### config.mk
export PLATFORM = sky130hd
export DESIGN_NAME = alu_op_sequencer
export DESIGN_NICKNAME = d
export VERILOG_FILES = /design/src/rtl/alu_op_sequencer.sv
export SDC_FILE = /design/constraint.sdc
export NUM_CORES = 1
export LEC_CHECK = 0
export BUFFER_PORTS_ARGS = -buffer_cell sky130_fd_sc_hd__buf_2
export CAP_MARGIN = 5
export CORE_MARGIN = 2
export CORE_UTILIZATION = 35
export DETAILED_ROUTE_END_ITERATION = 6
export HOLD_SLACK_MARGIN = 0.1
export SYNTH_ARGS = -nofsm -noshare
export SYNTH_HDL_FRONTEND = slang
export SYNTH_SLANG_ARGS = --single-unit
### constraint.sdc
create_clock -name clk -period 4.2 [get_ports clk]
set_input_delay 0.84 -clock clk [delete_from_list [all_inputs] [get_ports clk]]
set_output_delay 0.84 -clock clk [all_outputs]
set_load 0.05 [all_outputs]
### src/rtl/alu_op_sequencer.sv
// Sequencer that owns the shared combinational ALU: single-pass ops, shift-add MUL and
// repeated self-add SHL behind a valid/ready request/response handshake.
module alu_op_sequencer #(
  parameter int unsigned WIDTH = 8
) (
  input  logic               clk,
  input  logic               rst,
  input  logic               req_valid,
  output logic               req_ready,
  input  logic [2:0]         req_op,
  input  logic [WIDTH-1:0]   req_a,
  input  logic [WIDTH-1:0]   req_b,
  output logic               rsp_valid,
  input  logic               rsp_ready,
  output logic [2*WIDTH-1:0] rsp_result,
  output logic               rsp_err,
  output logic [2:0]         alu_op,
  output logic [WIDTH-1:0]   alu_x,
  output logic [WIDTH-1:0]   alu_y,
  input  logic [WIDTH-1:0]   alu_res,
  input  logic               alu_cout
);

  localparam int unsigned CW = (WIDTH > 1) ? $clog2(WIDTH) : 1;

  localparam logic [2:0] OpAdd = 3'b000;
  localparam logic [2:0] OpSub = 3'b001;
  localparam logic [2:0] OpMul = 3'b101;
  localparam logic [2:0] OpShl = 3'b110;
  localparam logic [2:0] OpRsv = 3'b111;

  localparam logic [CW-1:0] CntOne  = 1;
  localparam logic [CW-1:0] CntLast = CW'(WIDTH - 1);

  typedef enum logic [2:0] {StIdle, StExec, StMulStep, StShlStep, StResp} state_e;

  state_e             state_q, state_d;
  logic [2:0]         op_q, op_d;
  logic [WIDTH-1:0]   a_q, a_d;
  logic [WIDTH-1:0]   b_q, b_d;
  logic [WIDTH-1:0]   acc_q, acc_d;  // MUL high half, or SHL running value
  logic [WIDTH-1:0]   lo_q, lo_d;
  logic [CW-1:0]      cnt_q, cnt_d;
  logic [2*WIDTH-1:0] result_q, result_d;
  logic               err_q, err_d;
  logic               cout_bit;

  assign req_ready  = (state_q == StIdle);
  assign rsp_valid  = (state_q == StResp);
  assign rsp_result = result_q;
  assign rsp_err    = err_q;

  always_comb begin
    state_d  = state_q;
    op_d     = op_q;
    a_d      = a_q;
    b_d      = b_q;
    acc_d    = acc_q;
    lo_d     = lo_q;
    cnt_d    = cnt_q;
    result_d = result_q;
    err_d    = err_q;
    cout_bit = 1'b0;
    alu_op   = OpAdd;
    alu_x    = '0;
    alu_y    = '0;

    unique case (state_q)
      StIdle: begin
        if (req_valid) begin
          op_d  = req_op;
          a_d   = req_a;
          b_d   = req_b;
          acc_d = (req_op == OpShl) ? req_a : '0;
          lo_d  = req_b;
          cnt_d = '0;
          case (req_op)
            OpMul: state_d = StMulStep;
            OpShl: begin
              if (req_b[CW-1:0] != '0) begin
                state_d = StShlStep;
              end else begin
                state_d  = StResp;
                result_d = {{WIDTH{1'b0}}, req_a};
                err_d    = 1'b0;
              end
            end
            // Reserved opcode answers immediately without touching the ALU.
            OpRsv: begin
              state_d  = StResp;
              result_d = '0;
              err_d    = 1'b1;
            end
            default: state_d = StExec;
          endcase
        end
      end
      StExec: begin
        alu_op   = op_q;
        alu_x    = a_q;
        alu_y    = b_q;
        cout_bit = ((op_q == OpAdd) || (op_q == OpSub)) ? alu_cout : 1'b0;
        result_d = {{(WIDTH-1){1'b0}}, cout_bit, alu_res};
        err_d    = 1'b0;
        state_d  = StResp;
      end
      StMulStep: begin
        alu_x = acc_q;
        alu_y = lo_q[0] ? a_q : '0;
        // {hi,lo} <= {cout, sum, lo} >> 1
        acc_d = {alu_cout, alu_res[WIDTH-1:1]};
        lo_d  = {alu_res[0], lo_q[WIDTH-1:1]};
        cnt_d = cnt_q + CntOne;
        if (cnt_q == CntLast) begin
          cnt_d    = '0;
          state_d  = StResp;
          result_d = {acc_d, lo_d};
          err_d    = 1'b0;
        end
      end
      StShlStep: begin
        alu_x = acc_q;
        alu_y = acc_q;
        acc_d = alu_res;
        cnt_d = cnt_q + CntOne;
        if ((cnt_q + CntOne) == b_q[CW-1:0]) begin
          cnt_d    = '0;
          state_d  = StResp;
          result_d = {{(WIDTH-1){1'b0}}, alu_cout, alu_res};
          err_d    = 1'b0;
        end
      end
      StResp: begin
        if (rsp_ready) state_d = StIdle;
      end
      default: state_d = StIdle;
    endcase
  end

  always_ff @(posedge clk) begin
    if (rst) begin
      state_q  <= StIdle;
      op_q     <= '0;
      a_q      <= '0;
      b_q      <= '0;
      acc_q    <= '0;
      lo_q     <= '0;
      cnt_q    <= '0;
      result_q <= '0;
      err_q    <= 1'b0;
    end else begin
      state_q  <= state_d;
      op_q     <= op_d;
      a_q      <= a_d;
      b_q      <= b_d;
      acc_q    <= acc_d;
      lo_q     <= lo_d;
      cnt_q    <= cnt_d;
      result_q <= result_d;
      err_q    <= err_d;
    end
  end

endmodule

Word level (Yosys, flattened, before mapping)
Index checks and enable logic that the tools add are counted.

Add/sub/neg operators: 1. Reduce and logical (&&, ||, !) cells: 13. Multiplexer cells: 33. Equal/unequal tests: 16.

Operators by type and width (count): two-way mux 16 bit (4); one-hot mux 16 bit (4 select lines) (1); one-hot mux 8 bit (3 select lines) (2); two-way mux 8 bit (4); one-hot mux 16 bit (2 select lines) (1); one-hot mux 8 bit (2 select lines) (2); two-way mux 3 bit (9); one-hot mux 3 bit (3 select lines) (2); equality test 3 bit, second input constant (5); one-hot mux 3 bit (5 select lines) (1); equality test 3 x 1 -> 1 bit, second input constant (2); equality test 3 x 2 -> 1 bit, second input constant (2); logical NOT 3 bit (2); != test 2 bit, second input constant (3); AND reduction 2 bit (3); AND reduction 6 bit (1); nonzero test 3 bit (2); two-way mux 1 bit (5); one-hot mux 1 bit (4 select lines) (1); AND reduction 4 bit (1); nonzero test 4 bit (1); adder 3 x 1 -> 3 bit, second input constant (1); equality test 3 bit (1); != test 3 x 1 -> 1 bit, second input constant (1); 6 further kinds (6).

Output and inout port bits: 38. Bits in registers: 58. Input bits: 32.

Longest topological paths before layout
Gate-level depths: netlist of the first run.

Depth in word-level cells: 5. Gate-level depth with buffers: 8. Gate-level depth less buffers: 6.

Worst setup path before layout of the first run
OpenSTA, ideal clock, no wires.

Kind: flip-flop to flip-flop. From: register state_q[2]. To: register a_q[1]. Path slack: 1524 ps. Data required time: 4068 ps. Arrival: 2544 ps. Setup time: 132 ps. Cell stages (with the launch flop): 7. Path through: dfxtp_1 buf_4 nor3_1 nand2_1 clkbuf_1 nand2_1 a21oi_1.

Cells in the longest elaborated chain, start to end: 2.

Ends and longest elaborated chain: start, declared (RTL line 37) `state_e state_q, state_d;`; start signal, assigned (RTL line 142) `state_q <= StIdle;`; start signal, assigned (RTL line 152) `state_q <= state_d;`; logical NOT 3 bit; net req_ready (RTL line 9) `output logic req_ready,`; AND reduction 2 bit (no line); end signal, assigned (RTL line 144) `a_q <= '0;`; end signal, assigned (RTL line 154) `a_q <= a_d;`; end, declared (RTL line 39) `logic [WIDTH-1:0] a_q, a_d;`.

The timed path passes the listed nets, and every way through them passes these cells. A chain may end at the register's enable or synchronous reset.

Final worst setup path of the first run
From: register state_q[1]. To: output alu_y[2].

Cells in the longest elaborated chain, start to end: 2.

Ends and longest elaborated chain: equality test 3 x 2 -> 1 bit / equality test 3 x 1 -> 1 bit (equally long branches) (RTL line 68) `unique case (state_q)`; one-hot mux 8 bit (3 select lines) (*) (RTL line 68); end, declared (RTL line 19) `output logic [WIDTH-1:0] alu_y,`.

Every way passes the cells marked *; elsewhere a longest branch is shown, timed or not.

==> flow_summary.ini, run 1 <==
[worst_hold_path]
holdPathEnd = op_q[0]$_SDFFE_PP0P_
hp-start = op_q[0]$_SDFFE_PP0P_
whs_path_depth = 2
hp-class = reg2reg

[yosys]
ys_ff_latch = 58
avgSynthCellArea_um2 = 8.49
synth_warnings = 0
synth_top_area_cell = dfxtp_1
synth_common_cells = 74 x nand2_1, 58 x dfxtp_1, 22 x a21oi_1
yosys-top-cells-area = dfxtp_1 38%, nand2_1 9.1%, mux2i_1 5.9%, nand2b_1 4.3%, a21oi_1 3.6%
yosysSeqAreaShare = 0.379
synth_cell_types = 49
synth_top_area_frac = 0.379
synth_most_common_cell = nand2_1
synth_edf_count = 0
synthesis.nets = 395
synthesis.area_um2 = 3060
netlist_instances = 361
synthFlopType = dfxtp_1
synth-async-reset-ratio = 0

[critical_path]
cp_slowest_cell = dfxtp_1
r2r_end = rsp_result[4]$_SDFFE_PP0P_
critPathTopFamily = simple AND/OR/NAND/NOR gates
cp-end-kind = output pin
worstSetupPathType = reg2out
critPathBufInv = 1
max_stage_delay_ns = 0.66
r2r-start = cnt_q[0]$_SDFFE_PP0P_
reg2reg_slack_ns = 1.60
cp_cell_sequence = or2b_1, nor2_1, a22oi_1, nand2_1, buf_2
arrival_ns = 2.40
worst-path-max-fanout = 16
r2r_cells = 6
required_ns = 3.36
cp.depth = 5
cp-start-kind = register
startpoint = state_q[1]$_SDFFE_PP0P_

[routing]
drt_iter0_drc = 195
dr.pass1.iters = 4
antenna_left = 0
vias_per_cell = 5.44
finalWirelength_um = 8650
drc_errors = 0
vias = 2899
routedWlPerCell_um = 16.2

[die]
coreArea_um2 = 8590
rows = 34
die_w_um = 97.6
io_pins = 70
design.die.area_um2 = 9520
start_util = 0.357
die_y_um = 97.6

[place]
post_dp_cell_area_um2 = 3430
port_buffers = 69
place_congestion = 0.876
dp_cells = 517
hpwl_um = 6410

[power]
p_int_mw = 1.19
p_sw_frac = 0.353
powerDensity_nw_per_um2 = 498
p_switching_mw = 0.647
finalPower_mw = 1.83
power_frac_seq = 0.364
p_leak_nw = 1.62
comb_power_share = 0.283
irDropWorstVdd_v = 0.000144
clkPwrFrac = 0.353

[clocking]
clock_latency_ns = 0.35
post-cts-setup-buffers = 0
htreeDepth = 3
cts_made_buffers = 9
cts_tree = built
cts_root_buffer = clkbuf_8
cts_resized = 0
clkTransAtPathRegs_ns = 0.08
holdBufCountCts = 0
cts.path.max_buffers = 2
clock-sinks = 58

[sta]
min_period_ns = 3.24
tns_ns = 0
setup_viol = 0
rsz0062_at_grt = no
tightest_slew_ns = 1.21
hold_viol_final = 0
fmax_mhz = 309
drv_slew = 0
whs_ns = 0.459
fin_crit_sh = 0.771
worst_clock_skew_ns = 0.0103
relSlewSlack = 0.193

[global_route]
antenna_found_initial = 0
track_usage = 0.189
grt.overflow.total = 0
grt_pass1_wl_um = 14400
grt_pass1_vias = 2819
grt_max_degree = 46

[finish]
fill_cells = 888
fin_area_um2 = 3680
stdcell_count = 533
nNetsFinal = 454
area_delta_synth_final_pct = 20.0
drive_above_1_share = 0.254
diodes = 0

[flow_run]
maxCapViolCount = 0

[status]
status = finished, final reports clean
layout make-up:
class | count | area [um^2] | share of cell area
Multi-Input combinational cell | 273 | 1730 | 0.471
Sequential cell | 58 | 1160 | 0.316
Timing Repair Buffer | 75 | 390 | 0.106
Tap cell | 108 | 135 | 0.0367
Clock inverter | 7 | 125 | 0.0340
Clock buffer | 9 | 124 | 0.0337
Inverter | 3 | 11.3 | 0.00306
worst max-delay path by stage:
stage | end | slack, ns
after floorplan | a_q[1]$_SDFFE_PP0P_ | 1.52
after CTS | alu_y[2] | 0.92
after global routing | alu_y[1] | 0.74
after global placement | alu_y[0] | 1.35
after detailed placement | alu_y[2] | 1.30
final | alu_y[2] | 0.96
power groups by stage:
| stage | Combinational (mW) | Sequential (mW) | Clock (mW) |
|---|---|---|---|
| 2_1_floorplan | 0.376 | 0.702 | 0 |
| 3_3_place_gp | 0.514 | 0.679 | 0 |
| 3_5_place_dp | 0.519 | 0.680 | 0 |
| 4_1_cts | 0.521 | 0.667 | 0.654 |
| 5_1_grt | 0.567 | 0.677 | 0.679 |
| 6_report | 0.519 | 0.668 | 0.646 |
per-layer routing:
metal  up-vias  part of all wire  track usage
met4         0             0.025       0.0791
met2       104              0.44        0.295
met5         -                 0            0
met1      1363              0.46        0.257
met3        13             0.069       0.0331
li1       1419                 -            -
metrics by stage:
stage / util / setup WS, ns
2_1_floorplan: - / 1.52
6_report: 0.428 / 0.961
3_5_place_dp: 0.399 / 1.30
3_3_place_gp: 0.399 / 1.35
4_1_cts: 0.428 / 0.922
5_1_grt: 0.428 / 0.738
flip-flops by register name (all words and copies together) (netlist names):
name,flops
acc_q,8
state_q,3
cnt_q,3
op_q,3
a_q,8
b_q,8
rsp_err,1
lo_q,8
rsp_result,16
cells in the final DEF (no fill, tap or decap), types with 5 or more instances in the layout:
| cell | instances |
|---|---|
| nand2_1 | 74 |
| buf_2 | 69 |
| dfxtp_1 | 58 |
| a21oi_1 | 22 |
| nand2b_1 | 21 |
| mux2i_1 | 18 |
| nor2_1 | 15 |
| nor3_1 | 13 |
| nand3_1 | 10 |
| clkbuf_8 | 9 |
| a22oi_1 | 8 |
| a22o_1 | 8 |
| mux2_2 | 8 |
| a221oi_1 | 8 |
| nand3b_1 | 8 |
| a31oi_1 | 8 |
| a221o_1 | 8 |
| o22ai_1 | 7 |
| buf_4 | 6 |
| nor2b_1 | 5 |
worst min-delay path, delay by kind of cell (launching register included):
kind             cells  cell delay (ns)
flip-flops           1             0.31
AO/OA/AOI/OAI        1             0.05
AND/OR/NAND/NOR      1             0.05
kinds of logic (layout without fill, tap and decap cells):
group                      after synthesis  count (layout)  synth area share
AOI/OAI and AO/OA                       84              84             0.207
xor gates and xnor gates                 3               3           0.00858
adders and majority gates                2               2           0.00817
buffers and inverters                   30              94            0.0580
DFF                                     58              58             0.379
muxes                                   26              26            0.0882
and+or+nand+nor                        158             158             0.252
Power figures use the tool's default switching activity.
==> run 2, diff against run 1 <==
==> constraint.sdc (replaced) <==
create_clock -name clk -period 3.1 [get_ports clk]
set_input_delay 0.62 -clock clk [delete_from_list [all_inputs] [get_ports clk]]
set_output_delay 0.62 -clock clk [all_outputs]
set_load 0.05 [all_outputs]
==> run 2 against run 1 <==
Sequential power is 37% higher. Critical path depth is 1 lower. Combinational power is 35% higher. Worst hold slack hardly changed. Total power is 26% higher. Sequential share of layout area is 0.097 points higher. First-iteration DRC count is 14% higher. Routed wire length is 1.2% higher. Worst setup slack worse by 0.60 ns. Critical endpoint is now alu_x[1]. Highest routed layer unchanged.
==> flow_summary.ini, run 2 (synthesized netlist as in run 1, its figures left out) <==
[sta]
tightest_slew_ns = 0.817
relSlewSlack = 0.451
setup_viol = 0
hold_viol_final = 0
rsz0062_at_grt = no
fin_crit_sh = 0.883
tns_ns = 0
drv_slew = 0
min_period_ns = 2.74
worst_clock_skew_ns = 0.00593
fmax_mhz = 365

[power]
irDropWorstVdd_v = 0.000194
powerDensity_nw_per_um2 = 632
p_leak_nw = 1.62
comb_power_share = 0.303
p_switching_mw = 0.858
clkPwrFrac = 0.302
power_frac_seq = 0.395
p_sw_frac = 0.370
finalPower_mw = 2.32
p_int_mw = 1.46

[finish]
area_delta_synth_final_pct = 19.7
final_common_cell = nand2_1
drive_above_1_share = 0.263
diodes = 0
final_cell_mix = 74 x nand2_1, 69 x buf_2, 58 x dfxtp_1
largest_reg_flops = 16
nNetsFinal = 460

[place]
place_congestion = 0.837
hpwl_um = 6440
port_buffers = 69

[critical_path]
arrival_ns = 2.12
endpoint = alu_x[1]
r2r_end = rsp_result[4]$_SDFFE_PP0P_
worst-path-max-fanout = 16
r2r_cells = 7
required_ns = 2.48
startpoint = state_q[1]$_SDFFE_PP0P_
cp-end-kind = output pin
r2r-start = cnt_q[0]$_SDFFE_PP0P_
reg2reg_slack_ns = 1.00
cp-start-kind = register
worstSetupPathType = reg2out

[routing]
finalWirelength_um = 8750
vias_per_cell = 5.36
routedWlPerCell_um = 16.3
drc_errors = 0
dr.pass1.iters = 5
vias = 2883
antenna_left = 0
drt_iter0_drc = 223

[die]
design.die.area_um2 = 9520
die_w_um = 97.6
coreArea_um2 = 8590
start_util = 0.357
io_pins = 70
die_y_um = 97.6
rows = 34

[global_route]
grt_pass1_vias = 2703
grt.overflow.total = 0
antenna_found_initial = 0
grt_pass1_wl_um = 14100
track_usage = 0.186
grt_max_degree = 52

[worst_hold_path]
hp-class = reg2reg
whs_path_depth = 2

[clocking]
post-cts-setup-buffers = 0
holdBufCountCts = 0
cts_tree = built
cts_resized = 0
clkTransAtPathRegs_ns = 0.07
cts_made_buffers = 9
clock_latency_ns = 0.34
clock-sinks = 58
cts.path.max_buffers = 2
htreeDepth = 3
cts_root_buffer = clkbuf_8

[flow_run]
maxCapViolCount = 0

[status]
status = finished, final reports clean
==> run 2: through the flow <==
stage	instance area (um^2)	setup slack, ns	cells	utilization	hold slack, ns
after global routing	3670	0.183	538	0.427	0.477
after floorplan	3060	0.424	361	-	0.432
final	3670	0.363	538	0.427	0.459
after CTS	3670	0.379	538	0.427	0.461
after detailed placement	3470	0.745	523	0.404	0.451
after global placement	3470	0.779	523	0.404	0.451
==> run 2: worst min path at each step <==
stage / start / slack, ns / end
4_1_cts: b_q[6]$_SDFFE_PP0P_ / 0.46 / b_q[6]$_SDFFE_PP0P_
3_3_place_gp: b_q[6]$_SDFFE_PP0P_ / 0.45 / b_q[6]$_SDFFE_PP0P_
6_report: b_q[6]$_SDFFE_PP0P_ / 0.46 / b_q[6]$_SDFFE_PP0P_
2_1_floorplan: op_q[0]$_SDFFE_PP0P_ / 0.43 / op_q[0]$_SDFFE_PP0P_
5_1_grt: b_q[6]$_SDFFE_PP0P_ / 0.48 / b_q[6]$_SDFFE_PP0P_
3_5_place_dp: b_q[6]$_SDFFE_PP0P_ / 0.45 / b_q[6]$_SDFFE_PP0P_
==> run 2: metal layers <==
metal,GRT usage,routed length [um]
met5,0,0
met4,0.0726,140
met3,0.0331,498
met2,0.283,3880
met1,0.261,4240
==> run 2: power by group through the flow <==
| stage | Sequential [mW] | Clock (mW) | Combinational [mW] |
|---|---|---|---|
| after global routing | 0.925 | 0.737 | 0.761 |
| after floorplan | 0.952 | 0 | 0.509 |
| after CTS | 0.913 | 0.707 | 0.704 |
| after detailed placement | 0.929 | 0 | 0.702 |
| final | 0.915 | 0.700 | 0.702 |
| after global placement | 0.928 | 0 | 0.696 |
==> run 2: worst max-delay path, stage by stage, from the launching register on <==
cell,delay [ns]
dfxtp_1,0.66
nor2b_1,0.40
buf_4,0.27
a22o_1,0.19
buf_2,0.27
==> run 2: area by class of cell <==
type,count,area [um^2]
fillers,904,4930
multi-input cells,273,1730
flip-flops and latches,58,1160
repair buffers,81,435
clock buffers,10,138
well taps,108,135
clock inverters,5,55.1
inverters,3,11.3
==> run 3, diff against run 2 <==
--- a/config.mk
+++ b/config.mk
@@ -5,12 +5,17 @@
 export SDC_FILE = /design/constraint.sdc
 export NUM_CORES = 1
 export LEC_CHECK = 0
+export ABC_AREA = 1
 export BUFFER_PORTS_ARGS = -buffer_cell sky130_fd_sc_hd__buf_2
 export CAP_MARGIN = 5
+export CELL_PAD_IN_SITES_DETAIL_PLACEMENT = 1
+export CELL_PAD_IN_SITES_GLOBAL_PLACEMENT = 1
 export CORE_MARGIN = 2
 export CORE_UTILIZATION = 35
 export DETAILED_ROUTE_END_ITERATION = 6
 export HOLD_SLACK_MARGIN = 0.1
+export MAX_ROUTING_LAYER = met4
+export PLACE_DENSITY_LB_ADDON = 0.1
 export SYNTH_ARGS = -nofsm -noshare
 export SYNTH_HDL_FRONTEND = slang
 export SYNTH_SLANG_ARGS = --single-unit
==> run 3 against run 2 <==
Routed wire length grew 13%. Area after synthesis decreased by 2.8%. Clock power grew 2%. Non-clock buffer count is 8 lower. Sequential power rose by 23%. Sequential share of layout area is 0.66 points higher. Sequential cell count did not move. Design area down 2.0%. Register-to-register slack worse by 0.09 ns. Highest routed layer unchanged.
==> flow_summary.ini, run 3 <==
[yosys]
synth_simple_gate_area_frac = 0.327
synth_mux_area_frac = 0
yosys-top-cells-area = dfxtp_1 39%, nand2_1 15%, nor2_1 7.8%, inv_1 7.1%, a21oi_1 6.6%
synth_warnings = 0
synthesis.area_um2 = 2980
netlist_instances = 457
synth_cell_types = 27
yosysSeqAreaShare = 0.390
synthAdderAreaFrac = 0.00840
synth_top_area_cell = dfxtp_1
synth_top_family_by_area = simple AND/OR/NAND/NOR gates
synth_edf_count = 0
ys_ff_latch = 58
synth_compound_area_frac = 0.169
synth_xor_area_frac = 0
avgSynthCellArea_um2 = 6.52
synth_most_common_cell = nand2_1
synthesis.nets = 491
synth_top_area_frac = 0.390
synth_common_cells = 122 x nand2_1, 62 x nor2_1, 58 x dfxtp_1
synth-async-reset-ratio = 0
synthFlopType = dfxtp_1

[routing]
antenna_left = 0
drc_errors = 0
drt_iter0_drc = 101
finalWirelength_um = 9850
routedWlPerCell_um = 15.6
vias_per_cell = 5.04
vias = 3189
dr.pass1.iters = 4

[sta]
fin_crit_sh = 0.929
tightest_slew_ns = 0.807
worst_clock_skew_ns = 0.0124
relSlewSlack = 0.461
fmax_mhz = 347
rsz0062_at_grt = no
drv_slew = 0
tns_ns = 0
min_period_ns = 2.88
setup_viol = 0
hold_viol_final = 0

[die]
coreArea_um2 = 8220
design.die.area_um2 = 9260
die_y_um = 96.2
start_util = 0.362
die_w_um = 96.2
io_pins = 70
rows = 33

[critical_path]
required_ns = 2.48
cp-end-kind = output pin
r2r-start = state_q[0]$_SDFFE_PP0P_
worstSetupPathType = reg2out
startpoint = state_q[2]$_SDFFE_PP0P_
cp-start-kind = register
arrival_ns = 2.26
worst-path-max-fanout = 15

[place]
port_buffers = 69
hpwl_um = 7590
place_congestion = 0.845
dp_cells = 617

[global_route]
grt_pass1_wl_um = 15700
track_usage = 0.232
grt_pass1_vias = 3152
grt.overflow.total = 0
grt_max_degree = 29
antenna_found_initial = 0

[worst_hold_path]
hp-class = reg2reg
hp-start = b_q[6]$_SDFFE_PP0P_

[power]
powerDensity_nw_per_um2 = 1060
irDropWorstVdd_v = 0.000423
finalPower_mw = 3.79
p_leak_nw = 1.70

[clocking]
cts.path.max_buffers = 2
clkTransAtPathRegs_ns = 0.08
htreeDepth = 3
cts_made_buffers = 9
clock-sinks = 58
cts_tree = built
post-cts-setup-buffers = 0
cts_root_buffer = clkbuf_8
clock_latency_ns = 0.34

[finish]
stdcell_count = 633
final_cell_mix = 122 x nand2_1, 69 x buf_2, 62 x nor2_1
area_delta_synth_final_pct = 20.6
largest_reg_flops = 16
nNetsFinal = 557
final_common_cell = nand2_1
diodes = 0
drive_above_1_share = 0.195

[flow_run]
maxCapViolCount = 0

[status]
status = finished, final reports clean
## run 3: cell count changes after synthesis, sizes merged, moves of 9 or more
cell | previous run | this run
nor3 | 14 | 2
o21ai | 4 | 24
a221oi | 9 | 0
inv | 3 | 59
nand3 | 10 | 29
nand2 | 74 | 125
nand2b | 21 | 0
a21oi | 22 | 40
nor2 | 15 | 68
mux2i | 18 | 0
## run 3: cell families (layout without fill, tap and decap cells)
logic type                 Yosys count  count (layout)
AOI/OAI and AO/OA                   90              90
adders and majority gates            2               2
buffers and inverters               77             148
DFF                                 58              58
and+or+nand+nor                    230             230
## run 3: stage by stage
step                area (um^2)  hold slack [ns]   util  worst slack, ns
floorplan                  2980            0.441      -            0.666
global placement           3390            0.451  0.413            0.550
detailed placement         3390            0.463  0.413            0.490
CTS                        3590            0.474  0.437           0.0920
global route               3590            0.488  0.437           0.0573
finish                     3590            0.467  0.437            0.219
## run 3: power by group
| group | switching, mW | internal [mW] | leakage, nW | total [mW] |
|---|---|---|---|---|
| registers | 0.144 | 0.982 | 0.477 | 1.13 |
| logic | 1.45 | 0.505 | 1.13 | 1.96 |
| clock network | 0.338 | 0.372 | 0.0925 | 0.711 |
| total | 1.93 | 1.86 | 1.70 | 3.79 |
## run 3: repair_timing
item | 4_1_cts | 5_1_grt
endpoints found under the hold margin | 0 | 0
resized for setup | 0 | 1
hold buffers | 0 | 0
setup endpoints to repair | 0 | 8
## run 3: layout make-up
cell class	instances	area (um^2)
Sequential cell	58	1160
Timing Repair Buffer	73	375
Clock inverter	6	67.6
Fill cell	1118	4620
Clock buffer	10	128
Inverter	59	221
Multi-Input combinational cell	322	1510
Tap cell	105	131
## run 3: per-layer routing
| layer | up-vias | track usage | share of wire |
|---|---|---|---|
| met2 | 62 | 0.392 | 0.49 |
| met3 | 12 | 0.0305 | 0.039 |
| met5 | - | - | 0 |
| li1 | 1597 | - | - |
| met4 | 0 | 0.0690 | 0.0090 |
| met1 | 1518 | 0.287 | 0.46 |
## run 3: worst max-delay path: stages, from the launching register on
cell and delay (ns):
dfxtp_1 0.41, inv_2 0.16, nand2_4 0.13, nor2_4 0.32, inv_1 0.18, nor2_4 0.25
nand2_1 0.09, o211ai_1 0.08, buf_2 0.28
## run 3: worst paths after layout
path / slack (ns) / to / depth (start not counted)
max: 0.22 / alu_y[4] / 8
min: 0.47 / b_q[6]$_SDFFE_PP0P_ / 2
max reg2reg: 0.91 / rsp_result[1]$_SDFFE_PP0P_ / 6
min reg2reg: 0.47 / b_q[6]$_SDFFE_PP0P_ / 2
